## config.mk

```make
export PLATFORM = sky130hd
export DESIGN_NAME = pipe_ctrl
export DESIGN_NICKNAME = d
export VERILOG_FILES = /design/src/rtl/pipe_ctrl_pkg.sv /design/src/rtl/pipe_ctrl_hazard_detect.sv /design/src/rtl/pipe_ctrl.sv
export SDC_FILE = /design/constraint.sdc
export NUM_CORES = 1
export LEC_CHECK = 0
export CAP_MARGIN = 15
export CELL_PAD_IN_SITES_DETAIL_PLACEMENT = 0
export CELL_PAD_IN_SITES_GLOBAL_PLACEMENT = 1
export CORE_MARGIN = 2
export CORE_UTILIZATION = 29
export DETAILED_ROUTE_END_ITERATION = 8
export PLACE_DENSITY = 0.86
export SYNTH_ARGS = -nofsm -noshare
export SYNTH_HDL_FRONTEND = slang
export SYNTH_SLANG_ARGS = --single-unit
```

## constraint.sdc

```tcl
create_clock -name clk -period 2.9 [get_ports clk]
set_input_delay 0.435 -clock clk [delete_from_list [all_inputs] [get_ports clk]]
set_output_delay 0.435 -clock clk [all_outputs]
set_load 0.02 [all_outputs]
```

## src/rtl/pipe_ctrl_pkg.sv

```systemverilog
// ----------------------------------------------------------------------------
// pipes : shared types and constants for the pipeline control unit.
//
// Contents:
//   STG_* localparams  - bit index of each inter-stage register in the
//                        4-bit en/flush vectors (0 = IF/ID ... 3 = MEM/WB).
//   pctrl_state_t      - redirect FSM state (IDLE, REDIR_PEND).
//   stage_ctrl_t       - bundled en/flush vectors for the four registers.
// ----------------------------------------------------------------------------
package pipes;

    localparam int STG_IFID  = 0;
    localparam int STG_IDEX  = 1;
    localparam int STG_EXMEM = 2;
    localparam int STG_MEMWB = 3;

    typedef enum logic {
        IDLE       = 1'b0,
        REDIR_PEND = 1'b1
    } pctrl_state_t;

    typedef struct packed {
        logic [3:0] en;
        logic [3:0] flush;
    } stage_ctrl_t;

endpackage

```

## src/rtl/pipe_ctrl_hazard_detect.sv

```systemverilog
// ----------------------------------------------------------------------------
// hazard_detect : combinational load-use comparator.
//
// Raises lu when the instruction in EX is a load whose destination (other than
// x0) is read by the instruction currently in ID.
//
// Ports:
//   id_rs1, id_rs2         in  REG_W : ID source registers
//   id_use_rs1, id_use_rs2 in  1     : the corresponding source is really read
//   ex_is_load             in  1     : EX instruction is a load
//   ex_rd                  in  REG_W : EX destination register
//   lu                     out 1     : load-use hazard
// ----------------------------------------------------------------------------
module hazard_detect #(
    parameter int REG_W = 5
) (
    input  logic [REG_W-1:0] id_rs1,
    input  logic [REG_W-1:0] id_rs2,
    input  logic             id_use_rs1,
    input  logic             id_use_rs2,
    input  logic             ex_is_load,
    input  logic [REG_W-1:0] ex_rd,
    output logic             lu
);

    logic rs1Hit;
    logic rs2Hit;

    // x0 is hard-wired, so a load targeting it can never create a hazard.
    assign rs1Hit = id_use_rs1 && (id_rs1 == ex_rd);
    assign rs2Hit = id_use_rs2 && (id_rs2 == ex_rd);
    assign lu     = ex_is_load && (ex_rd != '0) && (rs1Hit || rs2Hit);

endmodule

```

## src/rtl/pipe_ctrl.sv

```systemverilog
// ----------------------------------------------------------------------------
// pipe_ctrl : pipeline control unit.
//
// Drives en/flush of the four inter-stage registers plus PC enable/redirect.
// Priority (highest first): data-memory stall, EX redirect, pending redirect
// behind an outstanding fetch, load-use hazard, instruction-fetch stall.
// All control outputs are combinational from inputs and state.
//
// Optional feature: define PIPE_CTRL_PERF_EN to add the stall_cycles and
// flush_count performance counters (and the CNT_W parameter).
//
// Ports:
//   clk, reset                 : clock, asynchronous active-high reset
//   i_busy, d_busy             : fetch / data access outstanding
//   id_rs1/2, id_use_rs1/2     : ID source operands
//   ex_is_load, ex_rd          : EX load info for load-use detection
//   ex_redirect, ex_target     : EX branch/jump redirect request
//   stage_en, stage_flush [4]  : per-register en / flush_en (0 = IF/ID)
//   pc_en, pc_redirect         : PC update enable / select redirect target
//   pc_target                  : redirect target
//   stall_cycles, flush_count  : perf counters (PIPE_CTRL_PERF_EN only)
// ----------------------------------------------------------------------------
module pipe_ctrl
    import pipes::*;
#(
    parameter int ADDR_W = 64,
    parameter int REG_W  = 5
`ifdef PIPE_CTRL_PERF_EN
    ,
    parameter int CNT_W  = 32
`endif
) (
    input  logic              clk,
    input  logic              reset,
    input  logic              i_busy,
    input  logic              d_busy,
    input  logic [REG_W-1:0]  id_rs1,
    input  logic [REG_W-1:0]  id_rs2,
    input  logic              id_use_rs1,
    input  logic              id_use_rs2,
    input  logic              ex_is_load,
    input  logic [REG_W-1:0]  ex_rd,
    input  logic              ex_redirect,
    input  logic [ADDR_W-1:0] ex_target,
    output logic [3:0]        stage_en,
    output logic [3:0]        stage_flush,
    output logic              pc_en,
    output logic              pc_redirect,
    output logic [ADDR_W-1:0] pc_target
`ifdef PIPE_CTRL_PERF_EN
    ,
    output logic [CNT_W-1:0]  stall_cycles,
    output logic [CNT_W-1:0]  flush_count
`endif
);

    pctrl_state_t      state_q, state_d;
    logic [ADDR_W-1:0] tgt_q, tgt_d;
    stage_ctrl_t       ctrl;
    logic              lu;
    logic              redirAccept;

    hazard_detect #(
        .REG_W (REG_W)
    ) u_hazard (
        .id_rs1     (id_rs1),
        .id_rs2     (id_rs2),
        .id_use_rs1 (id_use_rs1),
        .id_use_rs2 (id_use_rs2),
        .ex_is_load (ex_is_load),
        .ex_rd      (ex_rd),
        .lu         (lu)
    );

    // A redirect is taken only from IDLE and never during a data stall
    // (EX is frozen then, so the same request shows up again later).
    assign redirAccept = (state_q == IDLE) && ex_redirect && !d_busy;

    // Priority mux: picks the control vector, PC controls and next state.
    // Reset forces the safe values combinationally so the effect is
    // immediate rather than waiting for an edge.
    always_comb begin
        ctrl.en     = 4'b1111;
        ctrl.flush  = 4'b0000;
        pc_en       = 1'b0;
        pc_redirect = 1'b0;
        pc_target   = tgt_q;
        state_d     = state_q;
        tgt_d       = tgt_q;

        if (reset) begin
            ctrl.flush = 4'b1111;
            pc_target  = '0;
            state_d    = IDLE;
        end else if (d_busy) begin
            ctrl.en = 4'b0000;
        end else if (redirAccept) begin
            ctrl.flush[STG_IFID] = 1'b1;
            ctrl.flush[STG_IDEX] = 1'b1;
            pc_redirect          = 1'b1;
            pc_target            = ex_target;
            if (i_busy) begin
                // Cannot steer the PC until the in-flight fetch returns.
                tgt_d   = ex_target;
                state_d = REDIR_PEND;
            end else begin
                pc_en = 1'b1;
            end
        end else if (state_q == REDIR_PEND) begin
            // Keep squashing whatever the stale fetch delivers into ID.
            ctrl.flush[STG_IFID] = 1'b1;
            pc_redirect          = 1'b1;
            pc_en                = !i_busy;
            if (!i_busy) begin
                state_d = IDLE;
            end
        end else if (lu) begin
            // IF/ID holds (not flushed) so the fetched instruction survives.
            ctrl.en[STG_IFID]    = 1'b0;
            ctrl.flush[STG_IDEX] = 1'b1;
        end else if (i_busy) begin
            ctrl.flush[STG_IFID] = 1'b1;
        end else begin
            pc_en = 1'b1;
        end
    end

    assign stage_en    = ctrl.en;
    assign stage_flush = ctrl.flush;

    // Redirect FSM state and the held redirect target.
    always_ff @(posedge clk or posedge reset) begin
        if (reset) begin
            state_q <= IDLE;
            tgt_q   <= '0;
        end else begin
            state_q <= state_d;
            tgt_q   <= tgt_d;
        end
    end

`ifdef PIPE_CTRL_PERF_EN
    localparam logic [CNT_W-1:0] CNT_ONE = {{(CNT_W-1){1'b0}}, 1'b1};

    logic [CNT_W-1:0] stall_q;
    logic [CNT_W-1:0] flush_q;

    // Performance counters: cycles with the PC held, and accepted redirects.
    // Both wrap naturally.
    always_ff @(posedge clk or posedge reset) begin
        if (reset) begin
            stall_q <= '0;
            flush_q <= '0;
        end else begin
            if (!pc_en) begin
                stall_q <= stall_q + CNT_ONE;
            end
            if (redirAccept) begin
                flush_q <= flush_q + CNT_ONE;
            end
        end
    end

    assign stall_cycles = stall_q;
    assign flush_count  = flush_q;
`endif

endmodule

```

==> run summary, run 1 <==
met2 is the most crowded layer. For the worst flop-to-flop path, the logic depth is 6. The mean post-synth cell area works out to 9.78 sq um.

In this run, the number of DRC markers left after iteration 0 of detailed routing was 135. The run gives 65 as the number of sinks on the clock net. The logs give 0 for the total count of max-transition violations in the final report and 47.0% for the post-route core utilization. Across all setup checks in the final design, the least slack found is 0.0844 ns. The final critical-path required period works out to 2.82 ns. In the global route stage, met2 resource usage came out at 26.0%. By startpoint and endpoint, the worst setup path is classified as input port to primary output.

In this run the static leakage power is 0.00253 uW. The number of antenna diodes in the final layout is 0. The worst register-to-register path begins at state_q$_DFFE_PP0P_. The net switching component of the power came out at 991 uW.

HPWL after detailed placement: 7.58 mm. For the number of failing hold endpoints at the final stage, the log shows 0. Detailed routing inserted a total of 3,332 vias. After synthesis, the most frequently instantiated cells are sky130_fd_sc_hd__nand2_1 (133), sky130_fd_sc_hd__a21oi_1 (66), sky130_fd_sc_hd__dfrtp_1 (65), sky130_fd_sc_hd__mux2_4 (60). Of all nets on the critical path, the largest fanout is 26. The peak clock frequency supported by timing came out at 0.355 GHz. The internal power of the cells totals 2610 uW. The portion of the post-synthesis area used by sequential elements was 42.4%; the signed area change from the synthesized netlist to the final layout was 56.6%.

Clock skew on the completed layout was measured at 0.00562 ns. Using the TritonRoute via totals, the vias-per-cell ratio works out to 4.59. For this run, design rule violations remaining after detail routing come to 0. Timing analysis after detailed placement gives a worst setup slack of -0.176 ns.

The most used flip-flop cell after synthesis is sky130_fd_sc_hd__dfrtp_1. During synthesis, Yosys emitted a total of 0 warnings. The largest stage delay on the critical path came out at 0.64 ns. The sequential cells in the finished layout cover a total of 1630 sq um.

For this design, the CTS-stage hold fixing added 0 buffers. The detailed-route wire length per cell came out at 14.7 um. For this design the top-level I/O count stands at 161. The run gives 42 as the largest net degree at the start of global routing. The most numerous cell type found on the critical path is sky130_fd_sc_hd__clkdlybuf4s50_1. The number of nets in the synthesized netlist is 479. The number of rows in the core area is 41, and the endpoint required time on the critical path is 2.47 ns. TritonCTS built the clock tree.

At the pin with the least slew margin, the transition time is 0.497 ns. The placer congestion estimate was 0.822. The count of port buffers added during placement came out at 160. Number of optimization iterations in the first detailed-route pass: 4.

The total congestion overflow after global routing came out at 0. STA classifies the critical path startpoint as an input port. The tools report the worst hold margin as 0.401 ns.

In this run the worst setup path begins at d_busy. After synthesis the cells add up to 3830 sq um. The reg-to-reg setup timing slack came out at 0.81 ns.

In this run the worst setup path terminates at pc_target[61]. The post-synthesis async set-or-reset flop share came out at 100%. For the worst path arrival time, the log shows 2.38 ns. The buffer type at the clock tree root is sky130_fd_sc_hd__clkbuf_16. Together, buffers and inverters on the worst path number 3. Of the cells placed in the final design, the portion with a size suffix greater than 1 is 20.0%. Switching part of the total: 27.6%. The tools report the number of global-route vias before repair as 3,552.

The met1 capacity usage during global routing was 19.2%. At the later pin of the worst-skew pair, clock insertion delay measures 0.32 ns. The effective utilization at floorplan is 30.0%, and the global-route usage over all layers is 15.5%. Traced cell by cell, the critical path runs through clkdlybuf4s50_1 > nor2_2 > and2_2 > buf_6 > nand2_1 > a21oi_1 > clkdlybuf4s50_1. After routing, the total negative slack on setup checks comes to 0 ns. The run gives 17.7 mm as the wire length of the first global-routing pass. For the relative contribution of the clock network to total power, the log shows 32.8%.

The horizontal extent of the die came out at 119 um. The library cell contributing the largest single delay on the critical path was sky130_fd_sc_hd__clkdlybuf4s50_1. The run finished with clean final reports. Wires add up to 10.7 mm. Summed over its instances, the top area cell type makes up 42.4% of the synthesized netlist area.

Number of nets in the layout: 636. Most area-hungry cell type in the Yosys netlist: sky130_fd_sc_hd__dfrtp_1. The met3 track demand over resource in global routing came out at 3.69%.

The most common cell in the synthesized netlist is sky130_fd_sc_hd__nand2_1. The path class of the tightest hold or removal check is input port to async pin. The count of flip-flops with a built-in enable after synthesis is 0. In this run the standard cell core region covers 12,800 sq um. The logic depth of the worst path, buffers included works out to 7. Clock-pin slew was measured on the worst setup and hold paths at 0.05 ns. The multi-input combinational cells in the finished layout cover a total of 2020 sq um. The clock passes through at most 2 buffers.

The run gives 34.6% as the share of total power in sequential cells. The maximum vdd drop was 0.254 mV. The final setup violation count came out at 0. The layout has 1,176 filler cells. The die is 119 um tall. Of the available clock period, the critical path in the final layout requires 97.1%. After synthesis the netlist holds a flip-flop and latch count of 65.

The worst register-to-register path ends at tgt_q[43]$_DFFE_PP0P_. Combinational logic is responsible for 32.6% of the overall power. Dividing total power by cell area gives a power density of 599 nW/um^2. Maximum level of the CTS H-tree: 3.

For the full die area, the log shows 14,200 sq um. Yosys attributes the largest share of cell area to sky130_fd_sc_hd__dfrtp_1 (42%), sky130_fd_sc_hd__mux2_4 (24%), sky130_fd_sc_hd__nand2_1 (13%). Counting the buffers created by CTS gives 9.

Headroom to the max-slew limit came out at 66.8%. In this run the remaining antenna-violating nets after routing total 0. Max-cap violations in this run came to 0.

In this run, distinct cell masters in the synthesized netlist total 26. Counting every instance in the synthesized netlist gives 392. The number of antenna violations at the first check in global routing is 0.

Endpoint kind of the worst setup timing path: a primary output. The kind of cell adding the most delay to the critical path is buffers and inverters.
[sequential cells by signal (all words and copies together) (netlist names)]
register,count
state_q,1
tgt_q,64
[cells by family after synthesis]
family / synth area share (%)
AOI/OAI and AO/OA: 10.4
buffers and inverters: 5.39
xor gates and xnor gates: 2.29
muxes: 24.7
DFF: 42.4
and+or+nand+nor: 14.8
[tightest hold or removal path, stage by stage]
cell and delay, ns:
sky130_fd_sc_hd__buf_2 0.20, sky130_fd_sc_hd__clkinvlp_4 0.15, sky130_fd_sc_hd__buf_4 0.33
[metal layers]
layer,vias up,part of all wire (%)
li1,1624,-
met1,1595,44
met2,102,49
met3,11,6.2
met4,0,1.2
met5,-,0
[timing repair]
action,in CTS,in global routing
setup buffers,0,0
gates resized for setup,4,1
setup endpoints to repair,4,24
[area by class of cell]
type	instances	area share [%]
Clock buffer	11	4.21
Multi-Input combinational cell	291	33.6
Tap cell	172	3.58
Inverter	3	0.250
Timing Repair Buffer	179	30.0
Sequential cell	65	27.1
Clock inverter	5	1.29
[power by group through the flow]
stage	clock [uW]	combinational (uW)	sequential, uW
after floorplan	0	719	1220
after global placement	0	1170	1240
after detailed placement	0	1180	1250
after CTS	1210	1190	1240
after global routing	1260	1260	1270
final	1180	1170	1240
[layout by cell type (no fill, tap or decap), drive strengths merged]
master | Yosys | routed
a2111oi | 1 | 1
a21boi | 1 | 1
a21o | 1 | 1
a21oi | 66 | 66
a31o | 1 | 1
and2 | 1 | 1
and3 | 1 | 1
buf | 23 | 20
bufinv | 0 | 2
clkbuf | 10 | 11
clkdlybuf4s50 | 0 | 155
clkinv | 0 | 2
clkinvlp | 0 | 2
dfrtp | 65 | 65
dlygate4sd2 | 0 | 4
inv | 3 | 2
mux2 | 64 | 64
nand2 | 133 | 133
nand4 | 2 | 2
nor2 | 3 | 3
nor3 | 3 | 3
o21ai | 1 | 1
o22ai | 1 | 1
o31ai | 1 | 1
or4 | 1 | 1
xnor2 | 10 | 10
[metrics by stage]
step	instance area, sq um	cells	power, uW
after detailed placement	5670	710	2440
after global routing	6000	726	3800
after floorplan	3840	392	1940
final	6000	726	3600
after CTS	6000	726	3650
after global placement	5670	710	2410
[how the worst min path moves through the flow]
stage	to	startpoint	cells after the start	slack (ns)
2_1_floorplan	tgt_q[42]$_DFFE_PP0P_	tgt_q[42]$_DFFE_PP0P_	1	0.48
6_report	state_q$_DFFE_PP0P_	reset	3	0.40
3_5_place_dp	tgt_q[19]$_DFFE_PP0P_	tgt_q[19]$_DFFE_PP0P_	1	0.49
4_1_cts	state_q$_DFFE_PP0P_	reset	3	0.40
3_3_place_gp	tgt_q[42]$_DFFE_PP0P_	tgt_q[42]$_DFFE_PP0P_	1	0.49
5_1_grt	state_q$_DFFE_PP0P_	reset	3	0.45
No activity file was read; power rests on OpenSTA's default activity.
==> run 2: changes to the inputs <==
--- a/config.mk
+++ b/config.mk
@@ -8,7 +8,7 @@
 export CAP_MARGIN = 15
 export CELL_PAD_IN_SITES_DETAIL_PLACEMENT = 0
 export CELL_PAD_IN_SITES_GLOBAL_PLACEMENT = 1
-export CORE_MARGIN = 2
+export CORE_MARGIN = 1
 export CORE_UTILIZATION = 29
 export DETAILED_ROUTE_END_ITERATION = 8
 export PLACE_DENSITY = 0.86
==> run summary, run 2 (same netlist as run 1, synthesis figures left out) <==
The flow ran to the end, and the final reports show no timing, DRC or antenna violations. The worst setup path is captured at a primary output. The tools report the endpoint of the lowest-slack register-to-register path as tgt_q[45]$_DFFE_PP0P_. The floorplan has 41 rows. The max capacitance violation total is 0. Total congestion overflow after global routing: 0. Endpoint of the most critical setup path: pc_target[8].

For the number of global-route vias before repair, the log shows 3,398. The startpoint type of the worst setup path is an input port. The tools report the number of DRC markers after the initial detailed-route iteration as 138. On the worst path, the slowest cell contributes a delay of 0.63 ns. The logs give -0.210 ns for the worst slack after detailed placement and 0 for the total count of max-transition violations in the final report. On the final layout, the worst clock skew is 0.00433 ns.

Maximum fanout along the worst path: 38. In this run the horizontal extent of the chip is 117 um. The critical path goes through clkdlybuf4s50_1 > nor2_2 > and2_2 > buf_12 > nand2_1 > a21oi_1 > clkdlybuf4s50_1.

Number of failing hold endpoints at the final stage: 0. Dividing total power by cell area gives a power density of 582 nW/um^2. The area of the placeable core was 12,800 sq um. In the final routed layout, each cell accounts on average for 14.2 um. Counting buffers and inverters, the worst setup path is 7 cells deep.

The library cell contributing the largest single delay on the critical path was sky130_fd_sc_hd__clkdlybuf4s50_1. Clock latency on the worst-skew pair, taken at its later pin, is 0.33 ns. The leading cell type in the layout, fill and taps excluded was sky130_fd_sc_hd__clkdlybuf4s50_1.

Counting along the longest clock path gives a buffer depth of 2. The final critical-path required period came out at 2.82 ns. TritonCTS built the clock tree. The internal cell power is 2500 uW. Startpoint of the worst-slack reg-to-reg timing path: state_q$_DFFE_PP0P_.

By instance count, the cell type seen most on the critical path is sky130_fd_sc_hd__clkdlybuf4s50_1. For the number of antenna violations at the first check in global routing, the log shows 0. In this run, CTS created clock tree buffers numbering 9. After detailed routing, the total wire length is 10.4 mm. The number of antenna diodes in the final layout is 0.

The maximum level of the CTS H-tree was 3; the peak clock frequency supported by timing was 0.355 GHz. The kind of cell adding the most delay to the critical path is buffers and inverters. In this run, flip-flops and latches consume 35.4% of the power.

For the reg-to-reg setup timing slack, the log shows 0.85 ns. The ratio of cells with drive above 1 in the final layout was 20.2%. The HPWL after detailed placement is 7.25 mm. The design draws 3510 uW. The worst-margin pin slew is 0.433 ns. Setup violations remaining at the end of the flow were counted as 0. The depth of the worst register-to-register path was 6. Combinational logic burns 33.3% of the power. The congestion estimate from routability-driven global placement came to 0.779.

For this design the static power due to leakage is 0.00272 uW. The clock network burns 31.3% of the power. The worst-case setup margin in the final layout was 0.0819 ns.

Once detail routing completed, the nets flagged for antenna violations numbered 0. The worst hold path belongs to the class input port to async pin. Signed area change from the synthesized netlist to the final layout: 57.3%.

Top register by number of flip-flops: tgt_q. The buffers plus inverters on the worst setup path was 3; the number of optimization iterations in the first detailed-route pass was 4. The count of buffers added by post-CTS timing repair for setup was 0. Summing over every cut layer, the via total after detailed routing is 3,285. Buffer type at the clock tree root: sky130_fd_sc_hd__clkbuf_16.

The critical path is of the input port to primary output type. In this run switching power makes up 28.9% of total power. The library cells used most frequently in the layout, excluding fill and tap cells, are sky130_fd_sc_hd__clkdlybuf4s50_1 (142), sky130_fd_sc_hd__nand2_1 (131), sky130_fd_sc_hd__a21oi_1 (66), sky130_fd_sc_hd__dfrtp_1 (65), sky130_fd_sc_hd__mux2_4 (60). IR analysis of the VDD net gives a maximum drop of 0.299 mV. In this run the tightest slew margin relative to its limit is 71.1%. The global-route usage over all layers came out at 15.5%. The remaining design rule violation count is 0. The via density per instance is 4.52, and the endpoint required time on the critical path is 2.47 ns. The die covers 13,700 sq um. The first global-routing pass estimated 16.3 mm of wire. The most critical setup path has its startpoint at d_busy. The tools report the largest net degree at the start of global routing as 39. In this run the power spent charging and discharging nets is 1010 uW.

The largest registers in the layout are tgt_q x64, state_q x1. STA puts the critical path data arrival time at 2.38 ns. Clock-pin slew was measured on the worst setup and hold paths at 0.05 ns. Counting every sink on the clock net gives 65.

For this run, the post-layout net count is 637. Buffers placed on the I/O ports in this run total 160. Once the floorplan was initialized, standard cells occupied 30.0% of the core. The flip-flop count of the largest register after layout works out to 64. The y dimension of the die came out at 117 um. Dividing the final minimum period by the clock period gives 97.2%. Pin placement for this block handled 161 I/O pins.
[run 2: worst min path at each step]
stage                                        to  slack, ns  cells after the start
after CTS                   state_q$_DFFE_PP0P_        0.1                      2
after detailed placement    state_q$_DFFE_PP0P_       0.45                      2
after global placement      state_q$_DFFE_PP0P_       0.45                      2
after floorplan           tgt_q[42]$_DFFE_PP0P_       0.48                      1
after global routing        state_q$_DFFE_PP0P_       0.10                      2
final                       state_q$_DFFE_PP0P_       0.12                      2
[run 2: area by class of cell]
cell class	count	area, sq um
Multi-Input combinational cell	291	2020
Fill cell	1169	6750
Sequential cell	65	1630
Clock inverter	6	67.6
Inverter	3	15.0
Timing Repair Buffer	180	1850
Tap cell	172	215
Clock buffer	10	239
[run 2: repair_timing]
| item | CTS | global route |
|---|---|---|
| hold buffers | 0 | 0 |
| endpoints found under the setup margin | 4 | 13 |
| pin swaps | 0 | 0 |
| gates cloned | 0 | 0 |
| gates resized for setup | 4 | 13 |
[run 2: metrics by stage]
stage / util (%) / cell area, sq um / cells / TNS, ns / hold slack, ns
2_1_floorplan: - / 3840 / 392 / 0 / 0.480
3_3_place_gp: 44.6 / 5690 / 711 / -0.303 / 0.448
3_5_place_dp: 44.6 / 5690 / 711 / -0.404 / 0.446
4_1_cts: 46.9 / 6000 / 727 / 0 / 0.0977
5_1_grt: 47.2 / 6030 / 727 / -0.0279 / 0.102
6_report: 47.2 / 6030 / 727 / 0 / 0.115
[run 2: power groups by stage]
stage | clock, uW | combinational, uW | sequential, uW
detailed placement | 0 | 1180 | 1250
global placement | 0 | 1170 | 1240
global route | 1170 | 1270 | 1270
floorplan | 0 | 719 | 1220
CTS | 1120 | 1190 | 1240
finish | 1100 | 1170 | 1240
[run 2: per-layer routing]
metal  GRT usage (%)  share of wire (%)
met1            19.9                 46
met2            25.8                 47
met3            4.07                5.5
met4            4.30                1.1
met5               0                  0
